===== config.mk =====
export PLATFORM = sky130hd
export DESIGN_NAME = spi_vertex_rx_flat
export DESIGN_NICKNAME = d
export VERILOG_FILES = /design/src/rtl/spi_vertex_pkg.sv /design/src/rtl/spi_vertex_rx_if.sv /design/src/rtl/vertex_fifo.sv /design/src/rtl/spi_vertex_rx.sv /design/src/flat_wrapper.sv
export SDC_FILE = /design/constraint.sdc
export NUM_CORES = 1
export LEC_CHECK = 0
export BUFFER_PORTS_ARGS = -buffer_cell sky130_fd_sc_hd__buf_2
export CAP_MARGIN = 20
export CORE_MARGIN = 5
export CORE_UTILIZATION = 62
export DETAILED_ROUTE_END_ITERATION = 7
export MAX_ROUTING_LAYER = met4
export PLACE_DENSITY = 0.81
export SETUP_SLACK_MARGIN = 0.05
export SYNTH_ARGS = -nofsm -noshare
export SYNTH_HDL_FRONTEND = slang
export SYNTH_SLANG_ARGS = --single-unit

===== constraint.sdc =====
create_clock -name clock -period 11 [get_ports clock]
set_input_delay 1.65 -clock clock [delete_from_list [all_inputs] [get_ports clock]]
set_output_delay 1.65 -clock clock [all_outputs]
set_load 0.02 [all_outputs]

===== src/rtl/spi_vertex_pkg.sv =====
// spi_vertex_pkg: shared defaults, types and FSM state enum for the SPI
// vertex receiver.
//   DEF_WORD_W      default bits per component (Q4.12)
//   DEF_COMPONENTS  default words per vertex (x first)
//   word_t/vertex_t packed types at the default sizes
//   rx_state_e      receiver FSM states
//   cnt_w()         counter width helper, never returns 0
package spi_vertex_pkg;

  localparam int DEF_WORD_W     = 16;
  localparam int DEF_COMPONENTS = 4;

  typedef logic [DEF_WORD_W-1:0]                word_t;
  typedef logic [DEF_COMPONENTS*DEF_WORD_W-1:0] vertex_t;

  typedef enum logic {
    IDLE  = 1'b0,
    SHIFT = 1'b1
  } rx_state_e;

  function automatic int cnt_w(input int n);
    return (n > 1) ? $clog2(n) : 1;
  endfunction

endpackage


===== src/rtl/spi_vertex_rx_if.sv =====
// spi_vertex_rx_if: SPI pins, vertex stream handshake and status of the
// vertex receiver.
//   io_spi_sclk/cs/mosi  SPI inputs (mode 0, cs active-low, MSB first)
//   io_spi_miso          SPI output (echo or tied low)
//   out_vertex/valid     head vertex of the receive FIFO
//   out_ready            consumer accepts the head vertex
//   rx_count             vertices accepted since reset
//   err_overflow/frame   sticky error flags, err_clear clears them
// Modports: slave = receiver side, master = host/consumer side.
interface spi_vertex_rx_if
  import spi_vertex_pkg::*;
#(
  parameter int WORD_W     = DEF_WORD_W,
  parameter int COMPONENTS = DEF_COMPONENTS
);

  logic                         io_spi_sclk;
  logic                         io_spi_cs;
  logic                         io_spi_mosi;
  logic                         io_spi_miso;
  logic [COMPONENTS*WORD_W-1:0] out_vertex;
  logic                         out_valid;
  logic                         out_ready;
  logic [15:0]                  rx_count;
  logic                         err_overflow;
  logic                         err_frame;
  logic                         err_clear;

  modport slave (
    input  io_spi_sclk, io_spi_cs, io_spi_mosi, out_ready, err_clear,
    output io_spi_miso, out_vertex, out_valid, rx_count, err_overflow, err_frame
  );

  modport master (
    output io_spi_sclk, io_spi_cs, io_spi_mosi, out_ready, err_clear,
    input  io_spi_miso, out_vertex, out_valid, rx_count, err_overflow, err_frame
  );

endinterface


===== src/rtl/vertex_fifo.sv =====
// vertex_fifo: synchronous FIFO of whole vertices with a registered output.
//   clock, reset   system clock, async active-high reset
//   i_push, i_din  write request and data (ignored when full unless popping)
//   i_pop          read request (ignored when empty)
//   o_dout         head entry, valid while o_empty is low
//   o_full         DEPTH entries stored
//   o_empty        no head entry presented
// The head is presented one clock after it is written, and a push into a
// full FIFO is accepted when a pop happens in the same cycle.
module vertex_fifo
  import spi_vertex_pkg::*;
#(
  parameter int WIDTH = DEF_COMPONENTS*DEF_WORD_W,
  parameter int DEPTH = 8
) (
  input  logic             clock,
  input  logic             reset,
  input  logic             i_push,
  input  logic             i_pop,
  input  logic [WIDTH-1:0] i_din,
  output logic [WIDTH-1:0] o_dout,
  output logic             o_full,
  output logic             o_empty
);

  localparam int AW = $clog2(DEPTH);

  logic [WIDTH-1:0] r_mem [DEPTH];
  logic [AW-1:0]    r_wr_ptr;
  logic [AW-1:0]    r_rd_ptr;
  logic [AW:0]      r_count;
  logic             r_valid;
  logic [WIDTH-1:0] r_dout;

  logic             w_pop;
  logic             w_push;
  logic [AW-1:0]    w_rd_ptr_nxt;
  logic [AW:0]      w_count_left;

  assign o_full       = (r_count == (AW+1)'(DEPTH));
  assign o_empty      = ~r_valid;
  assign o_dout       = r_dout;
  assign w_pop        = i_pop & r_valid;
  assign w_push       = i_push & (~o_full | w_pop);
  assign w_rd_ptr_nxt = w_pop ? r_rd_ptr + AW'(1) : r_rd_ptr;
  // Entries already stored that survive this cycle's pop; the entry being
  // written this cycle only becomes visible on the next clock.
  assign w_count_left = r_count - (AW+1)'(w_pop);

  always_ff @(posedge clock or posedge reset) begin
    if (reset) begin
      r_wr_ptr <= '0;
      r_rd_ptr <= '0;
      r_count  <= '0;
      r_valid  <= 1'b0;
      r_dout   <= '0;
    end else begin
      if (w_push) r_wr_ptr <= r_wr_ptr + AW'(1);
      r_rd_ptr <= w_rd_ptr_nxt;
      r_count  <= r_count + (AW+1)'(w_push) - (AW+1)'(w_pop);
      r_valid  <= (w_count_left != '0);
      if (w_count_left != '0) r_dout <= r_mem[w_rd_ptr_nxt];
    end
  end

  always_ff @(posedge clock) begin
    if (w_push) r_mem[r_wr_ptr] <= i_din;
  end

endmodule


===== src/rtl/spi_vertex_rx.sv =====
// spi_vertex_rx: SPI mode-0 slave that assembles fixed-point vertices into
// whole-vertex records and queues them for the geometry pipeline.
//   clock, reset  system clock (sclk <= clock/8), async active-high reset
//   bus (slave)   SPI pins, vertex stream valid/ready, rx_count, sticky
//                 err_overflow / err_frame with err_clear
// Optional build macro SPI_VERTEX_RX_ECHO_EN: miso echoes the previously
// completed word MSB first, changing on sclk falls; otherwise miso is 0.
//
// state | meaning
// IDLE  | cs high, counters held at zero
// SHIFT | cs low, sampling mosi on each sclk rise
module spi_vertex_rx
  import spi_vertex_pkg::*;
#(
  parameter int WORD_W      = DEF_WORD_W,
  parameter int COMPONENTS  = DEF_COMPONENTS,
  parameter int DEPTH       = 8,
  parameter int SYNC_STAGES = 2
) (
  input logic            clock,
  input logic            reset,
  spi_vertex_rx_if.slave bus
);

  localparam int VW  = WORD_W*COMPONENTS;
  localparam int BCW = cnt_w(WORD_W);
  localparam int WCW = cnt_w(COMPONENTS);
  localparam logic [BCW-1:0] BIT_LAST  = BCW'(WORD_W-1);
  localparam logic [WCW-1:0] WORD_LAST = WCW'(COMPONENTS-1);

  logic [SYNC_STAGES-1:0] r_sclk_sync;
  logic [SYNC_STAGES-1:0] r_cs_sync;
  logic [SYNC_STAGES-1:0] r_mosi_sync;
  logic                   r_sclk_d;
  logic                   r_rise;
  rx_state_e              r_state;
  rx_state_e              w_state_nxt;
  logic [BCW-1:0]         r_bit_cnt;
  logic [WCW-1:0]         r_word_cnt;
  logic [WORD_W-2:0]      r_word;
  logic [VW-1:0]          r_vertex;
  logic [15:0]            r_rx_count;
  logic                   r_err_ovf;
  logic                   r_err_frame;

  logic                   w_sclk_s;
  logic                   w_cs_s;
  logic                   w_mosi_s;
  logic                   w_shift_en;
  logic                   w_abort;
  logic                   w_word_done;
  logic                   w_vertex_done;
  logic [WORD_W-1:0]      w_word_full;
  logic [VW-1:0]          w_vertex_full;
  logic [VW-1:0]          w_fifo_dout;
  logic                   w_fifo_full;
  logic                   w_fifo_empty;
  logic                   w_pop;
  logic                   w_accept;
  logic                   w_drop;

  assign w_sclk_s = r_sclk_sync[SYNC_STAGES-1];
  assign w_cs_s   = r_cs_sync[SYNC_STAGES-1];
  assign w_mosi_s = r_mosi_sync[SYNC_STAGES-1];

  // cs synchroniser resets to the deselected level so reset never opens a frame.
  always_ff @(posedge clock or posedge reset) begin
    if (reset) begin
      r_sclk_sync <= '0;
      r_cs_sync   <= '1;
      r_mosi_sync <= '0;
      r_sclk_d    <= 1'b0;
      r_rise      <= 1'b0;
    end else begin
      r_sclk_sync <= {r_sclk_sync[SYNC_STAGES-2:0], bus.io_spi_sclk};
      r_cs_sync   <= {r_cs_sync[SYNC_STAGES-2:0], bus.io_spi_cs};
      r_mosi_sync <= {r_mosi_sync[SYNC_STAGES-2:0], bus.io_spi_mosi};
      r_sclk_d    <= w_sclk_s;
      r_rise      <= w_sclk_s & ~r_sclk_d;
    end
  end

  always_ff @(posedge clock or posedge reset) begin
    if (reset) r_state <= IDLE;
    else       r_state <= w_state_nxt;
  end

  always_comb begin
    w_state_nxt = r_state;
    case (r_state)
      IDLE:    if (!w_cs_s) w_state_nxt = SHIFT;
      SHIFT:   if (w_cs_s)  w_state_nxt = IDLE;
      default: w_state_nxt = IDLE;
    endcase
  end

  always_comb begin
    w_shift_en = 1'b0;
    w_abort    = 1'b0;
    if (r_state == SHIFT) begin
      if (w_cs_s) w_abort    = (r_bit_cnt != '0) || (r_word_cnt != '0);
      else        w_shift_en = r_rise;
    end
  end

  assign w_word_full   = {r_word, w_mosi_s};
  assign w_word_done   = w_shift_en && (r_bit_cnt == BIT_LAST);
  assign w_vertex_done = w_word_done && (r_word_cnt == WORD_LAST);

  // The last word goes straight into the pushed record, saving a clock.
  always_comb begin
    w_vertex_full = r_vertex;
    w_vertex_full[int'(r_word_cnt)*WORD_W +: WORD_W] = w_word_full;
  end

  always_ff @(posedge clock or posedge reset) begin
    if (reset) begin
      r_bit_cnt  <= '0;
      r_word_cnt <= '0;
      r_word     <= '0;
      r_vertex   <= '0;
    end else if (r_state != SHIFT || w_cs_s) begin
      r_bit_cnt  <= '0;
      r_word_cnt <= '0;
      r_word     <= '0;
    end else if (w_shift_en) begin
      r_word <= w_word_full[WORD_W-2:0];
      if (w_word_done) begin
        r_bit_cnt  <= '0;
        r_vertex   <= w_vertex_full;
        r_word_cnt <= (r_word_cnt == WORD_LAST) ? '0 : r_word_cnt + WCW'(1);
      end else begin
        r_bit_cnt <= r_bit_cnt + BCW'(1);
      end
    end
  end

  assign w_pop    = ~w_fifo_empty & bus.out_ready;
  assign w_accept = w_vertex_done & (~w_fifo_full | w_pop);
  assign w_drop   = w_vertex_done & w_fifo_full & ~w_pop;

  vertex_fifo #(
    .WIDTH (VW),
    .DEPTH (DEPTH)
  ) u_fifo (
    .clock   (clock),
    .reset   (reset),
    .i_push  (w_vertex_done),
    .i_pop   (w_pop),
    .i_din   (w_vertex_full),
    .o_dout  (w_fifo_dout),
    .o_full  (w_fifo_full),
    .o_empty (w_fifo_empty)
  );

  // A set in the same cycle as err_clear wins.
  always_ff @(posedge clock or posedge reset) begin
    if (reset) begin
      r_rx_count  <= '0;
      r_err_ovf   <= 1'b0;
      r_err_frame <= 1'b0;
    end else begin
      if (w_accept) r_rx_count <= r_rx_count + 16'd1;
      if (w_drop)             r_err_ovf <= 1'b1;
      else if (bus.err_clear) r_err_ovf <= 1'b0;
      if (w_abort)            r_err_frame <= 1'b1;
      else if (bus.err_clear) r_err_frame <= 1'b0;
    end
  end

  assign bus.out_vertex   = w_fifo_dout;
  assign bus.out_valid    = ~w_fifo_empty;
  assign bus.rx_count     = r_rx_count;
  assign bus.err_overflow = r_err_ovf;
  assign bus.err_frame    = r_err_frame;

`ifdef SPI_VERTEX_RX_ECHO_EN
  logic              r_fall;
  logic [WORD_W-1:0] r_prev_word;
  logic [WORD_W-1:0] r_echo_sr;

  // A fall with bit_cnt at zero is the first fall after a word completed,
  // so the new echo word is loaded there; other falls shift it out.
  always_ff @(posedge clock or posedge reset) begin
    if (reset) begin
      r_fall      <= 1'b0;
      r_prev_word <= '0;
      r_echo_sr   <= '0;
    end else begin
      r_fall <= ~w_sclk_s & r_sclk_d;
      if (r_state != SHIFT) begin
        r_prev_word <= '0;
        r_echo_sr   <= '0;
      end else begin
        if (w_word_done) r_prev_word <= w_word_full;
        if (r_fall) begin
          r_echo_sr <= (r_bit_cnt == '0) ? r_prev_word
                                         : {r_echo_sr[WORD_W-2:0], 1'b0};
        end
      end
    end
  end

  assign bus.io_spi_miso = r_echo_sr[WORD_W-1];
`else
  assign bus.io_spi_miso = 1'b0;
`endif

endmodule


===== src/flat_wrapper.sv =====
// flat-port wrapper written by rule: the top's interface ports become plain ports
module spi_vertex_rx_flat import spi_vertex_pkg::*;
#(
  parameter int WORD_W      = DEF_WORD_W,
  parameter int COMPONENTS  = DEF_COMPONENTS,
  parameter int DEPTH       = 8,
  parameter int SYNC_STAGES = 2
)
  (clock, reset, bus_io_spi_sclk, bus_io_spi_cs, bus_io_spi_mosi, bus_out_ready, bus_err_clear, bus_io_spi_miso, bus_out_vertex, bus_out_valid, bus_rx_count, bus_err_overflow, bus_err_frame);
  spi_vertex_rx_if #(.WORD_W(WORD_W), .COMPONENTS(COMPONENTS)) bus_i ();
  input logic clock;
  input logic reset;
  input wire logic [$bits(bus_i.io_spi_sclk)-1:0] bus_io_spi_sclk;
  input wire logic [$bits(bus_i.io_spi_cs)-1:0] bus_io_spi_cs;
  input wire logic [$bits(bus_i.io_spi_mosi)-1:0] bus_io_spi_mosi;
  input wire logic [$bits(bus_i.out_ready)-1:0] bus_out_ready;
  input wire logic [$bits(bus_i.err_clear)-1:0] bus_err_clear;
  output wire logic [$bits(bus_i.io_spi_miso)-1:0] bus_io_spi_miso;
  output wire logic [$bits(bus_i.out_vertex)-1:0] bus_out_vertex;
  output wire logic [$bits(bus_i.out_valid)-1:0] bus_out_valid;
  output wire logic [$bits(bus_i.rx_count)-1:0] bus_rx_count;
  output wire logic [$bits(bus_i.err_overflow)-1:0] bus_err_overflow;
  output wire logic [$bits(bus_i.err_frame)-1:0] bus_err_frame;
  assign bus_i.io_spi_sclk = bus_io_spi_sclk;
  assign bus_i.io_spi_cs = bus_io_spi_cs;
  assign bus_i.io_spi_mosi = bus_io_spi_mosi;
  assign bus_i.out_ready = bus_out_ready;
  assign bus_i.err_clear = bus_err_clear;
  assign bus_io_spi_miso = bus_i.io_spi_miso;
  assign bus_out_vertex = bus_i.out_vertex;
  assign bus_out_valid = bus_i.out_valid;
  assign bus_rx_count = bus_i.rx_count;
  assign bus_err_overflow = bus_i.err_overflow;
  assign bus_err_frame = bus_i.err_frame;
  spi_vertex_rx #(.WORD_W(WORD_W), .COMPONENTS(COMPONENTS), .DEPTH(DEPTH), .SYNC_STAGES(SYNC_STAGES)) u_core (.clock(clock), .reset(reset), .bus(bus_i));
endmodule

==> summary.txt, run 1 <==
Reg clk slew, reported paths - 0.06 ns
EDFF count, synth - 512
Flops & latches, synth - 699
Synth area leaders - edfxtp_1, dfrtp_1, nand2_1, mux2i_1, a32o_1
Average wire per standard cell - 24.1 um
Port bufs - 89
Post-route DRC - 0
Tmin final - 4.67 ns
Clk buf depth - 3
Die H - 221 um
Vias - 16,298
Cts-stage hold buffer count - 0
Die W - 221 um
Initial antenna violation count - 0
Area delta synth->final - 11.6%
Total GRT Usage - 26.2%
Cell chain of the critical path - nand4_1 -> nor3_2 -> and2_1 -> nand2_1 -> nor2_4 -> buf_4
Number of global-route vias before repair - 16,715
Initial Util - 62.6%
Post-route design area - 30,800 sq um
Post-CTS Setup Inserts - 0
Avg Cell Area, Syn - 14.7 sq um
Critical path class - flop to flop
Sink Count - 699
Slowest stage delay, CP - 0.98 ns
Max Fclk - 214 MHz
Storage element area - 20,100 sq um
Max-Slew Margin vs Limit - 22.1%
CP max FO - 38
Site Rows - 77
Post-Syn Nets - 1,904
Setup TNS Final - 0 ns
Final hold viol count - 0
Number of H-tree levels - 3
GP Congestion - 0.827
Final antenna diode count - 0
Post-DP Area - 28,600 sq um
Post-DRT Antenna Nets - 0
CP required - 11.21 ns
CP Data Arrival Time - 4.87 ns
Die Area - 48,900 sq um
Number of distinct library cells after synthesis - 50
Mapped cell area - 27,600 sq um
Async set-or-reset flop fraction in the synthesized netlist - 26.8%
CTS tree - built
Slew Limit Fails - 0
Worst Tran Pin Value - 1.16 ns
Vias per inst - 6.25
Top-area cell type share of the netlist area - 55.7%
1st-iter DRT viols - 1,809
DP Wirelength - 32,000 um
Worst VDD drop - 0.306 mV
Startpoint Class - flop
Min-delay worst type - flop to flop
P per Cell Area - 238 nW/um^2
Nets@finish - 1,990
Tcrit/Tclk final - 42.4%
Maxcap violations - 0
Clock network latency to the later pin of the worst-skew pair - 0.59 ns
Core area - 44,100 sq um
Unrepaired setup endpoints after global routing - false
Commonest cells post-synth - edfxtp_1, nand2_1, dfrtp_1
Root Buffer - clkbuf_16
Layout cells sized above 1 - 14.7%
First-pass DRT Iterations - 7
Wire length of the first global-routing pass - 97,000 um
Syn Inst Count - 1,879
Largest net degree at the start of global routing - 125
Main synth FF type - edfxtp_1
CP endpoint kind - flop
Total grt overflow - 0
Count leader, synth - edfxtp_1
Cell taking the most area after synthesis - edfxtp_1
Clock Skews - 0.0195 ns
Post_cts resized - 0
Sequential share of the synthesized area - 72.6%
Ys Warns - 0
Crit-path slowest cell - dfrtp_1
Number of I/O pins - 91
Leakage Power - 12.1 nW
Multi-input logic area - 6920 sq um
CTS Buf Count - 70
Status - complete, no violations
Endpoints failing setup - 0
Filler Cell Count - 2,903
Routed Wire Length - 62,800 um
report_power, final:
group,switching [mW],leakage (nW),total (mW),internal (mW)
Sequential,0.101,8.07,3.05,2.95
Clock,0.945,1.06,2.28,1.33
Combinational,1.24,2.97,2.02,0.774
Total,2.29,12.1,7.34,5.05
flip-flops by register name, summed over array words and instances (netlist names), 3 cells and up:
signal and cells:
u_core.u_fifo.r_mem 512, u_core.r_vertex 64, u_core.u_fifo.o_dout 64, u_core.bus.rx_count 16
u_core.r_word 15, u_core.r_bit_cnt 4, u_core.u_fifo.r_count 4, u_core.u_fifo.r_rd_ptr 3
u_core.u_fifo.r_wr_ptr 3
kinds of logic after synthesis:
group | Yosys count | share of synthesized area (%)
compound gates | 299 | 9.25
xor+xnor | 25 | 0.793
fa+ha+maj | 18 | 0.842
buf+inv | 174 | 2.75
flops | 699 | 72.6
mux | 178 | 6.75
other cells | 1 | 0.0136
simple gates | 485 | 7.00
layout by cell type, fill, tap and decap left out, types with 4 or more instances in the layout:
cell type and count:
buf_4 29, inv_2 4, o31ai_1 42, o21ai_1 30, clkbuf_8 4, o21ai_0 35
xor2_1 8, nor2_4 4, clkbuf_1 20, nor3_1 5, nand2_1 408, xnor2_1 17
edfxtp_1 512, nor2_1 28, bufinv_16 4, buf_2 89, mux2i_1 142, a32o_1 126
clkinv_1 11, nand4_1 9, ha_1 17, clkinv_2 9, clkbuf_16 73, nor3_2 5
o31ai_2 22, mux2_2 33, nand3_1 5, dfrtp_1 185, inv_1 61, a22o_1 33
nand2b_1 4
worst paths after layout:
kind                                                        endpoint                             from  depth (start not counted)  slack [ns]
min in group asynchronous        u_core.bus.rx_count[11]$_DFFE_PP0P_                            reset                          2        1.30
worst min register to register       u_core.r_sclk_sync[1]$_DFF_PP0_  u_core.r_sclk_sync[0]$_DFF_PP0_                          0        0.35
worst max register to register  u_core.u_fifo.r_mem[3][46]$_DFFE_PP_          u_core.r_rise$_DFF_PP0_                          6        6.33
max in group asynchronous            u_core.r_vertex[57]$_DFFE_PP0P_                            reset                          3        8.24
worst min-delay path                 u_core.r_sclk_sync[1]$_DFF_PP0_  u_core.r_sclk_sync[0]$_DFF_PP0_                          0        0.35
worst max-delay path            u_core.u_fifo.r_mem[3][46]$_DFFE_PP_          u_core.r_rise$_DFF_PP0_                          6        6.33
worst max-delay path: cells and delay by family, from the launching register on:
family / cells / cell delay, ns
AND/OR/NAND/NOR: 5 / 2.53
flip-flops: 1 / 0.98
buffers and inverters: 1 / 0.72
cell type report:
type | count | area share, %
Multi-Input combinational cell | 1006 | 22.4
Sequential cell | 699 | 65.0
Timing Repair Buffer | 121 | 2.22
Tap cell | 592 | 2.40
Clock buffer | 97 | 6.34
Clock inverter | 26 | 0.726
Inverter | 67 | 0.844
metal layers:
layer  part of all wire [%]  track usage, %
met4                    2.8            8.10
met1                     40            34.6
met3                    6.6            3.80
met5                      0               -
met2                     50            43.2
stage by stage:
step | worst slack [ns] | util, % | power, mW | hold WS [ns] | cells
CTS | 6.30 | 69.9 | 7.38 | 0.349 | 2605
global placement | 6.03 | 64.9 | 5.04 | 0.337 | 2482
detailed placement | 5.87 | 64.9 | 5.09 | 0.336 | 2482
floorplan | 2.04 | - | 4.55 | 0.331 | 1879
global route | 6.15 | 69.9 | 7.63 | 0.351 | 2608
finish | 6.33 | 69.9 | 7.34 | 0.348 | 2608
Power figures use the tool's default switching activity.
==> run 2, diff against run 1 <==
Settings changed: ABC_AREA from default to 1, CORE_UTILIZATION 62 to 56, PLACE_DENSITY 0.81 to 0.77.
Clock period 11 ns to 3.75 ns, I/O delays scaled along.
==> summary.txt, run 2 <==
Post-route DRC - 0 (unchanged)
Cell chain of the critical path - ha_1 -> nand3_1 -> nand3b_4 -> nor2_4 -> nand2_2 -> ha_1 -> inv_1 -> ha_1 -> fa_1 -> xnor2_1
Commonest cells post-synth - nand2_1, nand3_1, edfxtp_1
Clk buf depth - 3 (unchanged)
Worst r2r src - u_core.r_bit_cnt[0]$_DFFE_PP0P_
Clock network latency to the later pin of the worst-skew pair - 0.62 ns (+0.03 ns)
Final hold viol count - 0 (unchanged)
Nets@finish - 2,973 (+49%)
Initial Util - 56.3% (-6.3 points)
CP top delay family - simple AND/OR/NAND/NOR gates
Final core occ - 63.4% (-6.5 points)
Max Fclk - 321 MHz (+50%)
Syn Inst Count - 2,875 (+53%)
Post-DRT Antenna Nets - 0 (unchanged)
R2r endpoint - u_core.u_fifo.r_count[2]$_DFF_PP0_
Sink Count - 699 (unchanged)
Min-delay src - bus_io_spi_cs
Slowest stage delay, CP - 0.42 ns (-0.56 ns)
Average wire per standard cell - 20.2 um (-16%)
Die H - 242 um (+9.5%)
Crit-path slowest cell - nor2_4
Final antenna diode count - 0 (unchanged)
Post_cts resized - 0 (unchanged)
Tmin final - 3.12 ns (-1.55 ns)
Post-Layout Cell Count - 3,702 (+42%)
Main synth FF type - edfxtp_1
Number of H-tree levels - 3 (unchanged)
Slew Limit Fails - 0 (unchanged)
Critical path class - flop to flop
Most frequent cells in the layout - nand2_1, nand3_1, edfxtp_1
Layout cells sized above 1 - 10.1% (-4.6 points)
Reg clk slew, reported paths - 0.06 ns (about the same)
Synth area leaders - edfxtp_1, dfrtp_1, nand3_1, nand2_1, inv_1
Wire length of the first global-routing pass - 116,000 um (+20%)
Ys Warns - 0 (unchanged)
Routed Wire Length - 74,700 um (+19%)
CTS tree - built
Worst Tran Pin Value - 1.09 ns (-0.0641 ns)
Total GRT Usage - 25.7% (-0.50 points)
Maxcap violations - 0 (unchanged)
Slack of the critical path - 0.631 ns (-5.70 ns)
Cell taking the most area after synthesis - edfxtp_1
CP max FO - 20 (-47%)
Most common cell after layout, fill and taps aside - nand2_1
Vias per inst - 5.74 (-8.2%)
Leakage Power - 14.5 nW (+20%)
Area delta synth->final - 12.7%
Initial antenna violation count - 1 (+1)
CP most frequent cell - ha_1
EDFF count, synth - 512 (unchanged)
Final hold slack - 0.0446 ns (-0.303 ns)
Tcrit/Tclk final - 83.2% (+41 points)
Avg Cell Area, Syn - 10.5 sq um (-29%)
Sequential share of the synthesized area - 66.5% (-6.1 points)
Die Area - 58,600 sq um (+20%)
CTS Buf Count - 72 (+2.9%)
Max FFs per register - 512 (unchanged)
Mapped cell area - 30,200 sq um (+9.3%)
DP Wirelength - 40,900 um (+28%)
Worst VDD drop - 0.835 mV (+170%)
Dpl cells - 3,567 (+44%)
Worst R2R Path Depth - 10 (+4)
Flops & latches, synth - 699 (unchanged)
Number of I/O pins - 91 (unchanged)
Largest Register - u_core.u_fifo.r_mem
Startpoint Class - flop
First-pass DRT Iterations - 8 (+1)
Root Buffer - clkbuf_16
Crit path buffers/inverters - 1 (unchanged)
Unrepaired setup endpoints after global routing - false
Worst Hold End - u_core.r_cs_sync[0]$_DFF_PP1_
Async set-or-reset flop fraction in the synthesized netlist - 26.8% (unchanged)
Worst hold stages - 1 (+1)
Top-area cell type share of the netlist area - 50.9% (-4.7 points)
Max-Slew Margin vs Limit - 26.4% (+4.3 points)
Cts-stage hold buffer count - 0 (unchanged)
Number of distinct library cells after synthesis - 34 (-32%)
P per Cell Area - 700 nW/um^2 (+190%)
Post-Syn Nets - 2,900 (+52%)
Clock Skews - 0.0201 ns (+0.000590 ns)
Core area - 53,600 sq um (+21%)
CP Data Arrival Time - 3.61 ns (-1.26 ns)
Port bufs - 89 (unchanged)
Count leader, synth - nand2_1
1st-iter DRT viols - 2,119 (+17%)
Endpoints failing setup - 0 (unchanged)
Post-CTS Setup Inserts - 0 (unchanged)
Largest net degree at the start of global routing - 193 (+54%)
Vias - 21,247 (+30%)
Number of global-route vias before repair - 21,547 (+29%)
Die W - 242 um (+9.5%)
CP required - 4.24 ns (-6.97 ns)
Status - complete, no violations
Place WS - 0.724 ns (-5.14 ns)
Min-delay worst type - input pin to flop
Total grt overflow - 0 (unchanged)
CP endpoint kind - flop
R2R Setup Slk - 0.63 ns (-5.70 ns)
Site Rows - 85 (+10%)
GP Congestion - 0.903 (+9.3%)
[run 2: report_power, final]
group | leakage (nW) | total [mW] | internal [mW] | switching [mW]
logic | 5.26 | 7.81 | 2.39 | 5.42
clock network | 1.14 | 7.07 | 4.09 | 2.98
registers | 8.12 | 8.93 | 8.65 | 0.281
[run 2: layout make-up]
cell class	count	area, sq um
sequential	699	20100
clock inverter	42	400
inverter	508	1910
timing repair buffer	167	1260
tap	696	871
clock buffer	90	1930
fill	4013	19600
multi-input combinational	1500	7580
[run 2: worst max-delay path by stage]
stage	startpoint	endpoint	slack, ns	cells after the start
after floorplan	u_core.r_bit_cnt[0]$_DFFE_PP0P_	u_core.u_fifo.r_mem[1][0]$_DFFE_PP_	-0.48	7
after CTS	u_core.r_bit_cnt[0]$_DFFE_PP0P_	u_core.u_fifo.r_count[2]$_DFF_PP0_	0.70	10
final	u_core.r_bit_cnt[0]$_DFFE_PP0P_	u_core.u_fifo.r_count[2]$_DFF_PP0_	0.63	10
after global routing	u_core.r_bit_cnt[1]$_DFFE_PP0P_	u_core.u_fifo.r_count[2]$_DFF_PP0_	0.45	10
after detailed placement	u_core.r_bit_cnt[0]$_DFFE_PP0P_	u_core.u_fifo.r_count[2]$_DFF_PP0_	0.72	10
after global placement	u_core.r_bit_cnt[0]$_DFFE_PP0P_	u_core.u_fifo.r_count[2]$_DFF_PP0_	0.81	10
[run 2: stage by stage]
step	power, mW	TNS (ns)	instance area, sq um
3_3_place_gp	16.5	0	31600
3_5_place_dp	16.8	0	31700
4_1_cts	23.9	0	34000
6_report	23.8	0	34000
5_1_grt	25.1	0	34000
2_1_floorplan	14.4	-180.75	30200
[run 2: logic make-up after synthesis]
group	synth area share, %
AO/OA/AOI/OAI	3.19
XOR/XNOR	0.377
adder cells (fa/ha/maj)	0.771
buffers and inverters	8.92
flip-flops	66.5
other	0.0124
AND/OR/NAND/NOR	20.3
[run 2: layer usage]
layer	GRT usage, %	routed length (um)	part of all wire (%)	up-vias
met5	-	0	0	-
li1	-	-	-	9683
met2	42.4	36800	49	1036
met4	10.4	2620	3.5	0
met3	4.09	6350	8.5	191
met1	32.3	28900	39	10337
